[src/rtl/instr_fetch_unit.sv]
// Instruction fetch stage: owns the PC, fetches one word per step over a
// req/ready/rvalid handshake, and forms the next PC when the datapath commits.
module instr_fetch_unit #(
   parameter logic [31:0] RESET_PC = 32'h0000_0000
) (
   input  logic        clk,
   input  logic        rst_n,
   output logic        imem_req,
   output logic [31:0] imem_addr,
   input  logic        imem_ready,
   input  logic        imem_rvalid,
   input  logic [31:0] imem_rdata,
   output logic [31:0] ir,
   output logic        ir_valid,
   output logic [31:0] pc,
   output logic [31:0] pc_plus4,
   input  logic        commit,
   input  logic        branch,
   input  logic        branch_taken,
   input  logic [1:0]  jump,
   input  logic [31:0] jr_target,
   output logic        misaligned,
   output logic [31:0] instret
);

   localparam int unsigned XLEN     = 32;
   localparam int unsigned IMM_W    = 16;
   localparam int unsigned JIDX_W   = 26;
   localparam int unsigned BR_EXT_W = XLEN - IMM_W - 2;

   localparam logic [1:0] JMP_J  = 2'b01;
   localparam logic [1:0] JMP_JR = 2'b10;

   typedef enum logic [1:0] {
      S_REQ  = 2'b00,
      S_WAIT = 2'b01,
      S_HOLD = 2'b10
   } state_e;

   state_e            state_q, state_d;
   logic [XLEN-1:0]   pc_q, pc_d;
   logic [XLEN-1:0]   ir_q, ir_d;
   logic [XLEN-1:0]   instret_q, instret_d;
   logic              ir_valid_q, ir_valid_d;
   logic              misaligned_q, misaligned_d;

   logic [XLEN-1:0]   pc_plus4_c;
   logic [XLEN-1:0]   br_offset_c;
   logic [XLEN-1:0]   br_target_c;
   logic [XLEN-1:0]   j_target_c;
   logic [XLEN-1:0]   jr_aligned_c;
   logic [XLEN-1:0]   next_pc_c;
   logic              jr_misaligned_c;

   // Candidate targets; only consulted in the commit cycle.
   always_comb begin
      pc_plus4_c      = pc_q + XLEN'(4);
      br_offset_c     = {{BR_EXT_W{ir_q[IMM_W-1]}}, ir_q[IMM_W-1:0], 2'b00};
      br_target_c     = pc_plus4_c + br_offset_c;
      j_target_c      = {pc_plus4_c[XLEN-1:XLEN-4], ir_q[JIDX_W-1:0], 2'b00};
      jr_aligned_c    = {jr_target[XLEN-1:2], 2'b00};
      jr_misaligned_c = (jump == JMP_JR) && (jr_target[1:0] != 2'b00);
   end

   // jr beats j beats taken branch beats fall-through; jump=11 falls through.
   always_comb begin
      next_pc_c = pc_plus4_c;
      if (jump == JMP_JR) begin
         next_pc_c = jr_aligned_c;
      end else if (jump == JMP_J) begin
         next_pc_c = j_target_c;
      end else if (branch && branch_taken) begin
         next_pc_c = br_target_c;
      end
   end

   // Next-state and datapath update for the fetch handshake.
   always_comb begin
      state_d      = state_q;
      pc_d         = pc_q;
      ir_d         = ir_q;
      instret_d    = instret_q;
      ir_valid_d   = ir_valid_q;
      misaligned_d = misaligned_q;

      unique case (state_q)
         S_REQ: begin
            if (imem_ready) begin
               state_d = S_WAIT;
            end
         end
         S_WAIT: begin
            if (imem_rvalid) begin
               ir_d       = imem_rdata;
               ir_valid_d = 1'b1;
               state_d    = S_HOLD;
            end
         end
         S_HOLD: begin
            if (commit) begin
               pc_d         = next_pc_c;
               instret_d    = instret_q + XLEN'(1);
               ir_valid_d   = 1'b0;
               misaligned_d = misaligned_q | jr_misaligned_c;
               state_d      = S_REQ;
            end
         end
         default: begin
            state_d = S_REQ;
         end
      endcase
   end

   always_ff @(posedge clk or negedge rst_n) begin
      if (!rst_n) begin
         state_q      <= S_REQ;
         pc_q         <= RESET_PC;
         ir_q         <= '0;
         instret_q    <= '0;
         ir_valid_q   <= 1'b0;
         misaligned_q <= 1'b0;
      end else begin
         state_q      <= state_d;
         pc_q         <= pc_d;
         ir_q         <= ir_d;
         instret_q    <= instret_d;
         ir_valid_q   <= ir_valid_d;
         misaligned_q <= misaligned_d;
      end
   end

   // Request is a pure decode of the state register, so no input reaches it.
   assign imem_req   = (state_q == S_REQ);
   assign imem_addr  = pc_q;
   assign pc         = pc_q;
   assign pc_plus4   = pc_plus4_c;
   assign ir         = ir_q;
   assign ir_valid   = ir_valid_q;
   assign misaligned = misaligned_q;
   assign instret    = instret_q;

endmodule

[config.mk]
export PLATFORM = sky130hd
export DESIGN_NAME = instr_fetch_unit
export DESIGN_NICKNAME = d
export VERILOG_FILES = /design/src/rtl/instr_fetch_unit.sv
export SDC_FILE = /design/constraint.sdc
export NUM_CORES = 1
export LEC_CHECK = 0
export ABC_AREA = 1
export BUFFER_PORTS_ARGS = -buffer_cell sky130_fd_sc_hd__buf_2
export CORE_UTILIZATION = 53
export CTS_CLUSTER_SIZE = 20
export DETAILED_ROUTE_END_ITERATION = 6
export PLACE_DENSITY = 0.82
export REMOVE_ABC_BUFFERS = 1
export SLEW_MARGIN = 25
export SYNTH_ARGS = -nofsm -noshare
export SYNTH_HDL_FRONTEND = slang
export SYNTH_SLANG_ARGS = --single-unit
[constraint.sdc]
create_clock -name clk -period 3.86 [get_ports clk]
set_clock_uncertainty 0.15 [all_clocks]
set_input_delay 0.772 -clock clk [delete_from_list [all_inputs] [get_ports clk]]
set_output_delay 0.772 -clock clk [all_outputs]
set_load 0.03 [all_outputs]
Yosys cells after proc, flatten, opt, wreduce, memory -nomap -nowiden

Cells that the tools add are included.

$add $sub $neg: 3
Eq/ne operators: 7
Muxes and demuxes: 10
Bitwise logic cells: 1
Reductions and logical operators: 9

Operators by type and width:

| kind                    | number |
|---|---|
| $mux W32                | 3 |
| $add A32 B1 Y32 const B | 1 |
| $add A32 B3 Y32 const B | 1 |
| $add A32 B32 Y32        | 1 |
| $mux W2                 | 3 |
| $pmux W2 S3             | 1 |
| $reduce_and A3 Y1       | 2 |
| $eq A2 B1 Y1 const B    | 2 |
| $eq A2 B2 Y1 const B    | 2 |
| $ne A2 B2 Y1 const B    | 2 |
| $reduce_and A2 Y1       | 2 |
| $reduce_bool A2 Y1      | 2 |
| $logic_and A1 B1 Y1     | 2 |
| $logic_not A2 Y1        | 1 |
| $mux W1                 | 2 |
| $ne A2 B1 Y1 const B    | 1 |
| $pmux W1 S2             | 1 |
| $or A1 B1 Y1            | 1 |

Register bits: 100

Depth between registers and ports, before layout

Gate-level depths: netlist of run 1.

Depth in word-level cells: 5
Mapped depth: 23

Least setup slack after synthesis of run 1

Ideal clock, no wire load.

Path kind: reg-to-reg
From: reg pc_q[3], in the netlist imem_addr[3]
To: reg pc_q[27], in the netlist imem_addr[27]
Library setup time: 0.117 ns
Data arrival time: 3.426 ns
Required time: 3.593 ns
Path slack: 0.167 ns
Stages on the path, launching flop included: 21
Buffers on the path: 0
Clock period less this slack: 3.693 ns
Path through: dfrtp_1 > ha_1 > nand2_1 > nor2_2 > nand2_1 > nor2_1 > nand2_1 > xnor2_1 > ha_1 > nand2_1 > nand2_1 > a21oi_1 > nand2_1 > a21oi_1 > nand3_1 > nand3_1 > nand2_1 > nand2_1 > nand2_1 > nand2_1 > nand2_1

Word-level cells in the longest chain between the ends: 5

RTL lines:

| what                   | RTL line | source |
|---|---|---|
| from (decl)            | 41       | `logic [XLEN-1:0] pc_q, pc_d;` |
| from (signal assigned) | 124      | `pc_q <= pc_d;` |
| $add A32 B3 Y32        | 57       | `pc_plus4_c = pc_q + XLEN'(4);` |
| named net pc_plus4[16] | 16       | `output logic [31:0] pc_plus4,` |
| $add A32 B32 Y32       | 59       | `br_target_c = pc_plus4_c + br_offset_c;` |
| $mux W32               | 72       | `end else if (branch && branch_taken) begin` |
| $mux W32               | 70       | `end else if (jump == JMP_J) begin` |
| $mux W32               | 68       | `if (jump == JMP_JR) begin` |

The timed path passes the listed nets, and every way through them passes these cells.
A chain may end at the register's enable or synchronous reset.

Final worst setup path of run 1

From: reg pc_q[3], in the netlist imem_addr[3]
To: reg pc_q[17], in the netlist imem_addr[17]

Word-level cells in the longest chain between the ends: 5

RTL lines:

| what              | RTL line |
|---|---|
| $add A32 B3 Y32 * | 57 |
| $add A32 B32 Y32  | 59 |
| $mux W32 *        | 72 |
| $mux W32 *        | 70 |
| $mux W32 *        | 68 |

Every way passes the cells marked *; elsewhere a longest branch is shown, timed or not.

==> out/summary.txt, run 1 <==
Clock power frac = 10.0%
ys flop type = dfrtp_1
WL/cell = 16.9 um
Logic pwr share = 68.8%
core area = 0.0146 sq mm
fraction of layout cells with a size suffix above 1 = 22.6%
Routability Congestion = 1.00
Root Buffer = clkbuf_16
vias per std cell = 5.55
synthesized area = 0.00802 sq mm
max-slew violation total from the final report = 0
Final min period = 3.59 ns
Setup-failing EPs final = 0
residual DRC count = 10
top-count cell post-synth = nand2_1
Final period util = 93.1%
Hold WS = 0.291 ns
Cell Rows = 44
switching fraction of total power = 58.8%
sequential cell area = 0.00245 sq mm
Worst-Margin Slew = 0.967 ns
DIE AREA = 0.0156 sq mm
Initial Util = 54.8%
synth unique cells = 48
Net Sw Power = 5.31 mW
Syn. warnings = 0
status = finished with violations
hold_buf cts = 0
met3 WL = 2510 um
Hold Fails Final Rpt = 0
nets = 1500
syn avg cell area = 6.77 sq um
Synth top cells by count = nand2_1 (356), nor2_1 (138), inv_1 (137), dfrtp_1 (98), nand3_1 (73)
CP arrival = 3.69 ns
vias in the first global route = 8048
cell count after synthesis = 1185
CP Max Fanout = 7
IO Pins = 236
CTS Buf Count = 9
via count = 8756
fill count = 1372
Synth async-reset ratio = 100%
Synth area leaders = dfrtp_1 (31%), nand2_1 (17%), nor2_1 (6.5%)
Sequential Power Share = 21.2%
Finished Layout Cells = 1578
TritonCTS clock tree = done
GRT Residual Overflow = 0
# diodes = 0
Starting DRT DRC Count = 712
Die Height = 125 um
metal2 WL = 12500 um
total track usage = 34.7%
Final Instance Area = 0.00951 sq mm
sequential area share after synthesis = 30.6%
worst path required time = 3.96 ns
Post-synth EDFFs = 0
#FFs+latches synth = 98
Crit Path Category = flop to flop
Tightest Hold Check Type = input pin to asynchronous set/reset pin
maximum capacitance violations = 0
Worst VDD drop = 0.508 mV
CTS sink count = 98
largest net degree at the start of global routing = 55
Routed WL = 26600 um
multi-input logic area = 0.00475 sq mm
failing checks = DRC
clock slew at reported path FFs = 0.08 ns
Critical Path Start Type = flop
met1 WL = 10900 um
IO Port Bufs = 229
top cell type's share of synthesized area = 30.6%
Worst Setup End Kind = flop
Synth area leader = dfrtp_1
Lkg Pwr = 5.33 nW
Final HPWL DP = 21200 um
Max Buffers Root-to-Sink = 2
die width = 125 um
f_max = 278 MHz
worst relative slew slack = 35.3%
placed inst area = 0.00919 sq mm
Worst-Skew Late Latency = 0.36 ns
worst reg-to-reg path cell count = 19
drt first pass iters = 7
antenna violations before repair = 0
Pwr Total = 9.03 mW
uppermost layer routed = met4
Cell Int Power = 3.73 mW
post-route ant nets = 0
first-pass GRT wire length = 42300 um
htree depth = 3
area added between synthesis and finish = 18.6%
Cells after DPL = 1562
Power Density = 950 mW/mm^2
==> per-stage QoR <==
step                      setup slack (ns)  utilization, %  TNS (ns)
final                                0.267            64.9         0
after global routing               -0.0358            64.9   -0.0741
after CTS                            0.118            64.7         0
after detailed placement             0.152            62.7         0
after global placement               0.179            62.7         0
after floorplan                    -0.0955               -    -0.285
==> power by group through the flow <==
stage	registers, mW	clock network, mW	logic [mW]
after floorplan	2.73	0	3.41
after global placement	1.90	0	6.02
after detailed placement	1.91	0	6.07
after CTS	1.89	0.903	6.10
after global routing	1.97	0.958	6.78
final	1.92	0.900	6.22
==> layout make-up <==
type	instances	area share, %
clock buffers	9	2.37
repair buffers	245	13.3
multi-input cells	895	49.9
well taps	184	2.42
clock inverters	7	0.645
flip-flops and latches	98	25.8
inverters	140	5.53
==> cells in the final DEF, fill, tap and decap left out, types with 5 or more instances in the layout <==
cell type and count:
a21oi_1 61, buf_2 228, buf_4 17, clkbuf_16 9, conb_1 6, dfrtp_1 98, ha_1 37, inv_1 137
mux2_2 24, nand2_1 355, nand3_1 72, nand3b_1 5, nand4_1 15, nor2_1 137, nor2_2 6, nor3_1 17
o211ai_1 9, o21ai_0 47, o21bai_1 6, or2_2 5, xnor2_1 15, xor2_1 34
==> path summary, 6_finish.rpt <==
kind | slack [ns] | start | end
setup / recovery | 0.27 | imem_addr[3]$_DFFE_PN0P_ | imem_addr[17]$_DFFE_PN0P_
min in group clk | 0.32 | instret[31]$_DFFE_PN0P_ | instret[31]$_DFFE_PN0P_
hold reg to reg | 0.32 | instret[31]$_DFFE_PN0P_ | instret[31]$_DFFE_PN0P_
max in group asynchronous | 2.41 | rst_n | ir[14]$_DFFE_PN0P_
hold / removal | 0.29 | rst_n | ir[26]$_DFFE_PN0P_
setup reg to reg | 0.27 | imem_addr[3]$_DFFE_PN0P_ | imem_addr[17]$_DFFE_PN0P_
==> flip-flops by register name (all words and copies together) (netlist names) <==
signal and count:
imem_addr 30, ir 32, state_q 2, ir_valid 1
misaligned 1, instret 32
==> cells by family after synthesis <==
kind of cell               count (synthesis)  share of synthesized area, %
AOI/OAI and AO/OA                        142                          9.94
xor gates and xnor gates                  50                          5.46
adders and majority gates                 38                          6.02
buffers and inverters                    197                          10.9
DFF                                       98                          30.6
muxes                                     24                          3.37
other                                      1                        0.0468
and+or+nand+nor                          635                          33.7
==> worst max-delay path, cell delays in order (launching register included) <==
cell     delay [ns]
dfrtp_1        0.42
ha_1           0.24
nand2_1        0.12
nor2_4         0.17
nand2_1        0.11
nor2_2         0.20
xor2_1         0.26
inv_1          0.11
ha_1           0.36
nand2_1        0.17
nor2_1         0.14
nand3_1        0.08
nand2_1        0.21
a31oi_1        0.15
nand2_1        0.09
nand2_1        0.04
o21ai_0        0.25
nand2_1        0.09
nand2_1        0.07
nand2_1        0.04
==> routing by layer <==
layer / GRT usage (%) / vias to the layer above
met1: 46.3 / 4081
li1: - / 4194
met5: 0 / -
met3: 6.63 / 60
met4: 11.0 / 0
met2: 56.8 / 421
==> repair_timing <==
| action | CTS | global route |
|---|---|---|
| resized for setup | 0 | 7 |
| setup endpoints to repair | 0 | 20 |
| buffers inserted | 0 | 0 |
No activity file was read; power rests on OpenSTA's default activity.
==> run 2, diff against run 1 <==
ABC_AREA = unset   (was 1)
CORE_UTILIZATION = 52   (was 53)
==> run 2 against run 1 <==
The flow now finishes without violations. First-iteration DRC count is 32% lower. Global-route usage is 2.7 points lower. Sequential power is 4% lower. Synthesized cell count is 32% lower. Final area is 3.2% lower. Combinational power is 13% higher. Critical path type unchanged. Critical endpoint is now imem_addr[31]$_DFFE_PN0P_.
==> out/summary.txt, run 2 <==
Max Buffers Root-to-Sink = 2
die width = 120 um
Synth top cells by count = dfrtp_1 (98), nor2_1 (76), nand2_1 (67), a21oi_1 (61), xnor2_1 (52)
ys flop type = dfrtp_1
Hold Fails Final Rpt = 0
Root Buffer = clkbuf_16
Net Sw Power = 5.21 mW
Post-synth EDFFs = 0
residual DRC count = 0
status = completed
drt first pass iters = 6
Hold WS = 0.321 ns
Setup TNS = 0 ns
Power Density = 1060 mW/mm^2
Final HPWL DP = 17400 um
CTS Buf Count = 9
total track usage = 32.0%
maximum capacitance violations = 0
Lkg Pwr = 4.46 nW
Synth area leaders = dfrtp_1 (34%), ha_1 (6.4%), xnor2_1 (6.3%)
f_max = 262 MHz
DIE AREA = 0.0144 sq mm
IO Port Bufs = 229
fraction of layout cells with a size suffix above 1 = 38.4%
htree depth = 3
Crit Path Category = flop to flop
vias in the first global route = 6917
Syn. warnings = 0
largest net degree at the start of global routing = 74
Cell Int Power = 4.56 mW
WL/cell = 19.2 um
nets = 1157
via count = 7353
GRT Residual Overflow = 0
TritonCTS clock tree = done
CP arrival = 3.92 ns
max-slew violation total from the final report = 0
CTS sink count = 98
commonest non-fill, non-tap cell in the layout = buf_2
Cell Rows = 42
Clock power frac = 9.0%
CP Max Fanout = 3
Worst Setup End Kind = flop
core area = 0.0134 sq mm
most frequent cells in the layout = buf_2 (228), dfrtp_1 (98), nor2_1 (73)
Critical Path Start Type = flop
antenna violations before repair = 2
clock slew at reported path FFs = 0.08 ns
top-count cell post-synth = dfrtp_1
Worst VDD drop = 0.762 mV
vias per std cell = 5.99
Routed WL = 23500 um
final design utilization = 68.7%
Starting DRT DRC Count = 486
Worst-Skew Late Latency = 0.36 ns
synthesized area = 0.00725 sq mm
Logic pwr share = 72.2%
area added between synthesis and finish = 26.9%
IO Pins = 236
#FFs+latches synth = 98
syn avg cell area = 8.94 sq um
Die Height = 120 um
Worst-Margin Slew = 0.925 ns
worst path required time = 3.96 ns
Tightest Hold Check Type = flop to flop
Synth area leader = dfrtp_1
switching fraction of total power = 53.3%
post-route ant nets = 0
Final WS setup = 0.0433 ns
hold_buf cts = 0
Synth async-reset ratio = 100%
first-pass GRT wire length = 35600 um
Routability Congestion = 0.959
Initial Util = 54.1%
Final period util = 98.9%
RSZ-0062 raised after global routing = true
Final min period = 3.82 ns
Sequential Power Share = 18.8%
dpl ws = -0.0452 ns
cell count after synthesis = 811
synth unique cells = 75
worst relative slew slack = 38.4%
top cell type's share of synthesized area = 33.8%
sequential area share after synthesis = 33.8%
Setup-failing EPs final = 0
## run 2: changes by cell type after synthesis, moves of 8 or more
cell	before	now
nand4_1	15	26
nor3_1	19	6
nor2_1	138	76
mux2_2	24	36
xnor2_1	16	52
inv_1	137	14
clkbuf_1	17	27
and3_1	3	13
a21o_1	2	18
nand2_1	356	67
nand3_1	73	26
and4_1	0	8
## run 2: logic make-up (layout without fill, tap and decap cells)
group / Yosys count / after routing / share of synthesized area (%)
and+or+nand+nor: 259 / 259 / 17.9
muxes: 41 / 41 / 6.28
AOI/OAI and AO/OA: 205 / 205 / 18.5
buffers and inverters: 88 / 323 / 6.73
adders and majority gates: 38 / 38 / 6.66
xor gates and xnor gates: 81 / 81 / 10.0
DFF: 98 / 98 / 33.8
other: 1 / 7 / 0.0517
## run 2: worst max-delay path: stages, from the launching register on
cell and delay [ns]:
dfrtp_1 0.38, ha_2 0.20, nand2_2 0.07, nor2_4 0.15, nand2_4 0.09, nor2_4 0.10
and4_4 0.26, xor2_4 0.19, ha_4 0.24, a21o_1 0.18, o21bai_4 0.19, or4_4 0.55
o21ai_4 0.19, a311o_2 0.21, a211oi_1 0.08, or3_1 0.31, nand3_1 0.09, a21oi_1 0.06
## run 2: path summary, 6_finish.rpt
path	start	endpoint	slack (ns)	cells past startpoint
max	imem_addr[3]$_DFFE_PN0P_	imem_addr[31]$_DFFE_PN0P_	0.04	17
min	misaligned$_DFFE_PN0P_	misaligned$_DFFE_PN0P_	0.32	1
max reg2reg	imem_addr[3]$_DFFE_PN0P_	imem_addr[31]$_DFFE_PN0P_	0.04	17
min reg2reg	misaligned$_DFFE_PN0P_	misaligned$_DFFE_PN0P_	0.32	1
max in group asynchronous	rst_n	ir[1]$_DFFE_PN0P_	2.42	2
min in group asynchronous	rst_n	ir[14]$_DFFE_PN0P_	0.39	1
## run 2: power groups by stage
| stage | Sequential (mW) | Combinational (mW) | Clock (mW) |
|---|---|---|---|
| floorplan | 2.83 | 3.57 | 0 |
| global placement | 1.80 | 6.52 | 0 |
| detailed placement | 1.82 | 6.59 | 0 |
| CTS | 1.80 | 6.67 | 0.883 |
| global route | 1.88 | 7.53 | 0.926 |
| finish | 1.84 | 7.05 | 0.878 |
## run 2: final cells by class
class / count / area, sq um
clock inverter: 6 / 47.5
sequential: 98 / 2450
tap: 176 / 220
antenna: 1 / 2.50
timing repair buffer: 292 / 1630
fill: 1109 / 4200
inverter: 15 / 56.3
clock buffer: 10 / 229
multi-input combinational: 630 / 4560
## run 2: metal layers
metal	part of all wire (%)	vias to the layer above	GRT usage [%]	wire length, um
li1	-	3357	-	-
met1	40	3479	42.3	9360
met2	47	452	51.0	11000
met3	9.8	65	5.13	2290
met4	3.5	0	15.0	813
met5	0	-	0	0
## run 2: stage by stage
stage	std cells	total power [mW]	instance area, sq um
floorplan	743	6.40	6840
global placement	1206	8.32	8650
detailed placement	1206	8.40	8650
CTS	1222	9.35	8950
global route	1228	10.3	9200
finish	1228	9.76	9200
## run 2: what timing repair did
action                                  in CTS  in global routing
gates resized for setup                      4                 45
endpoints found under the hold margin        0                  0
pin swaps                                    1                 23
buffers inserted                             0                  5
endpoints found under the setup margin       2                  8
==> run 3, diff against run 2 <==
CELL_PAD_IN_SITES_DETAIL_PLACEMENT = 1   (was unset)
CELL_PAD_IN_SITES_GLOBAL_PLACEMENT = 1   (was unset)
CORE_UTILIZATION = 38   (was 52)
PLACE_DENSITY = unset   (was 0.82)
PLACE_DENSITY_LB_ADDON = 0.1   (was unset)
==> run 3 against run 2 <==
The run now ends with setup timing left. First-iteration DRC count fell by 39%. Combinational power rose by 6.8%. Global-route usage fell by 4.3 points. Via count barely moved. Final area rose by 3.7%. Setup slack got worse by 0.060 ns. Sequential power fell by 2%. Largest power group unchanged.
==> out/summary.txt, run 3 (synthesized netlist as in run 2, its figures left out) <==
dpl ws = -0.184 ns
worst path bufs/invs = 0
Worst-Skew Late Latency = 0.36 ns
vias in the first global route = 7421
core area = 0.0187 sq mm
WL/cell = 20.3 um
Worst-Margin Slew = 0.729 ns
CTS sink count = 98
Die Height = 140 um
Final min period = 3.88 ns
drt first pass iters = 4
Max Buffers Root-to-Sink = 2
worst path required time = 3.95 ns
DIE AREA = 0.0196 sq mm
worst reg-to-reg path cell count = 17
maximum capacitance violations = 0
Hold WS = 0.309 ns
fill count = 2268
critical path depth = 17
Worst Setup End Kind = flop
Root Buffer = clkbuf_16
TritonCTS clock tree = done
Worst VDD drop = 0.473 mV
die width = 140 um
Routability Congestion = 0.939
Final HPWL DP = 20500 um
crit path from = imem_addr[2]$_DFFE_PN0P_
final design utilization = 51.0%
max incr delay on CP = 0.53 ns
IO Port Bufs = 229
Starting DRT DRC Count = 295
commonest non-fill, non-tap cell in the layout = buf_2
multi-input logic area = 0.00455 sq mm
Initial Util = 38.8%
residual DRC count = 0
worst relative slew slack = 51.4%
area added between synthesis and finish = 31.6%
vias per std cell = 5.56
first-pass GRT wire length = 41500 um
Final period util = 100%
failing checks = setup timing
most frequent cells in the layout = buf_2 (228), buf_4 (99), dfrtp_1 (98)
max-slew violation total from the final report = 0
CP Max Fanout = 3
htree depth = 3
sequential cell area = 0.00245 sq mm
Cell Rows = 50
crit path to = imem_addr[31]$_DFFE_PN0P_
critical path's slowest cell = or4_4
largest net degree at the start of global routing = 55
IO Pins = 236
CTS Buf Count = 9
Hold Fails Final Rpt = 0
post-route ant nets = 0
startpoint of the worst register-to-register path = imem_addr[2]$_DFFE_PN0P_
nets = 1192
CP arrival = 3.97 ns
clock slew at reported path FFs = 0.08 ns
total track usage = 27.7%
CP cell instances = ha_2 -> nand2_2 -> nor2_4 -> nand2_2 -> nor2_4 -> and4_1 -> xor2_1 -> ha_1 -> a21o_1 -> o21bai_4 -> or4_4 -> o21ai_4 -> a311o_2 -> a211oi_1 -> or3_1 -> nand3_1 -> a21oi_1
via count = 7351
antenna violations before repair = 1
Critical Path Start Type = flop
family with the most delay on the worst path = simple AND/OR/NAND/NOR gates
Tightest Hold Check Type = input pin to asynchronous set/reset pin
status = finished with violations
Setup-failing EPs final = 1
fraction of layout cells with a size suffix above 1 = 40.7%
GRT Residual Overflow = 0
Final WS setup = -0.0163 ns
Routed WL = 26800 um
Power Density = 1080 mW/mm^2
Crit Reg-Reg Endpoint = imem_addr[31]$_DFFE_PN0P_
Lkg Pwr = 4.62 nW
Crit Path Category = flop to flop
RSZ-0062 raised after global routing = true
reg2reg setup slack = -0.02 ns
hold_buf cts = 0
f_max = 258 MHz
-- run 3: what timing repair did --
item	in CTS	in global routing
pin swaps	12	23
endpoints found under the setup margin	4	11
resized for setup	8	40
setup buffers	12	6
cloned	0	0
-- run 3: cell type report --
| cell class | instances | share of cell area (%) |
|---|---|---|
| repair buffers | 327 | 19.7 |
| clock buffers | 9 | 2.36 |
| multi-input cells | 630 | 47.7 |
| clock inverters | 7 | 0.852 |
| well taps | 234 | 3.07 |
| inverters | 15 | 0.590 |
| flip-flops and latches | 98 | 25.7 |
| diodes | 1 | 0.0262 |
-- run 3: how the worst min path moves through the flow --
stage	startpoint	to	depth (start not counted)
6_report	rst_n	imem_addr[29]$_DFFE_PN0P_	1
5_1_grt	misaligned$_DFFE_PN0P_	misaligned$_DFFE_PN0P_	1
4_1_cts	instret[31]$_DFFE_PN0P_	instret[31]$_DFFE_PN0P_	1
3_3_place_gp	misaligned$_DFFE_PN0P_	misaligned$_DFFE_PN0P_	1
3_5_place_dp	misaligned$_DFFE_PN0P_	misaligned$_DFFE_PN0P_	1
2_1_floorplan	rst_n	imem_addr[10]$_DFFE_PN0P_	0
-- run 3: per-stage QoR --
stage	std cells	power [mW]	setup TNS, ns	instance area [sq um]
after floorplan	743	6.40	-4.93	6840
after global placement	1286	8.69	0	8880
after detailed placement	1286	8.77	-0.281	8880
after CTS	1314	9.94	0	9300
after global routing	1320	11.0	-0.581	9540
final	1321	10.3	-0.0163	9540
-- run 3: report_power, final --
part / internal (mW) / leakage (nW) / switching, mW
sequential: 1.38 / 1.21 / 0.417
combinational: 2.98 / 3.26 / 4.55
clock: 0.464 / 0.150 / 0.499
total: 4.83 / 4.62 / 5.47
-- run 3: layer usage --
| layer | up-vias | part of all wire (%) | GRT usage [%] |
|---|---|---|---|
| met4 | 0 | 2.7 | 9.20 |
| li1 | 3416 | - | - |
| met3 | 40 | 5.2 | 4.31 |
| met1 | 3659 | 45 | 36.4 |
| met2 | 236 | 47 | 46.3 |
| met5 | - | 0 | 0 |
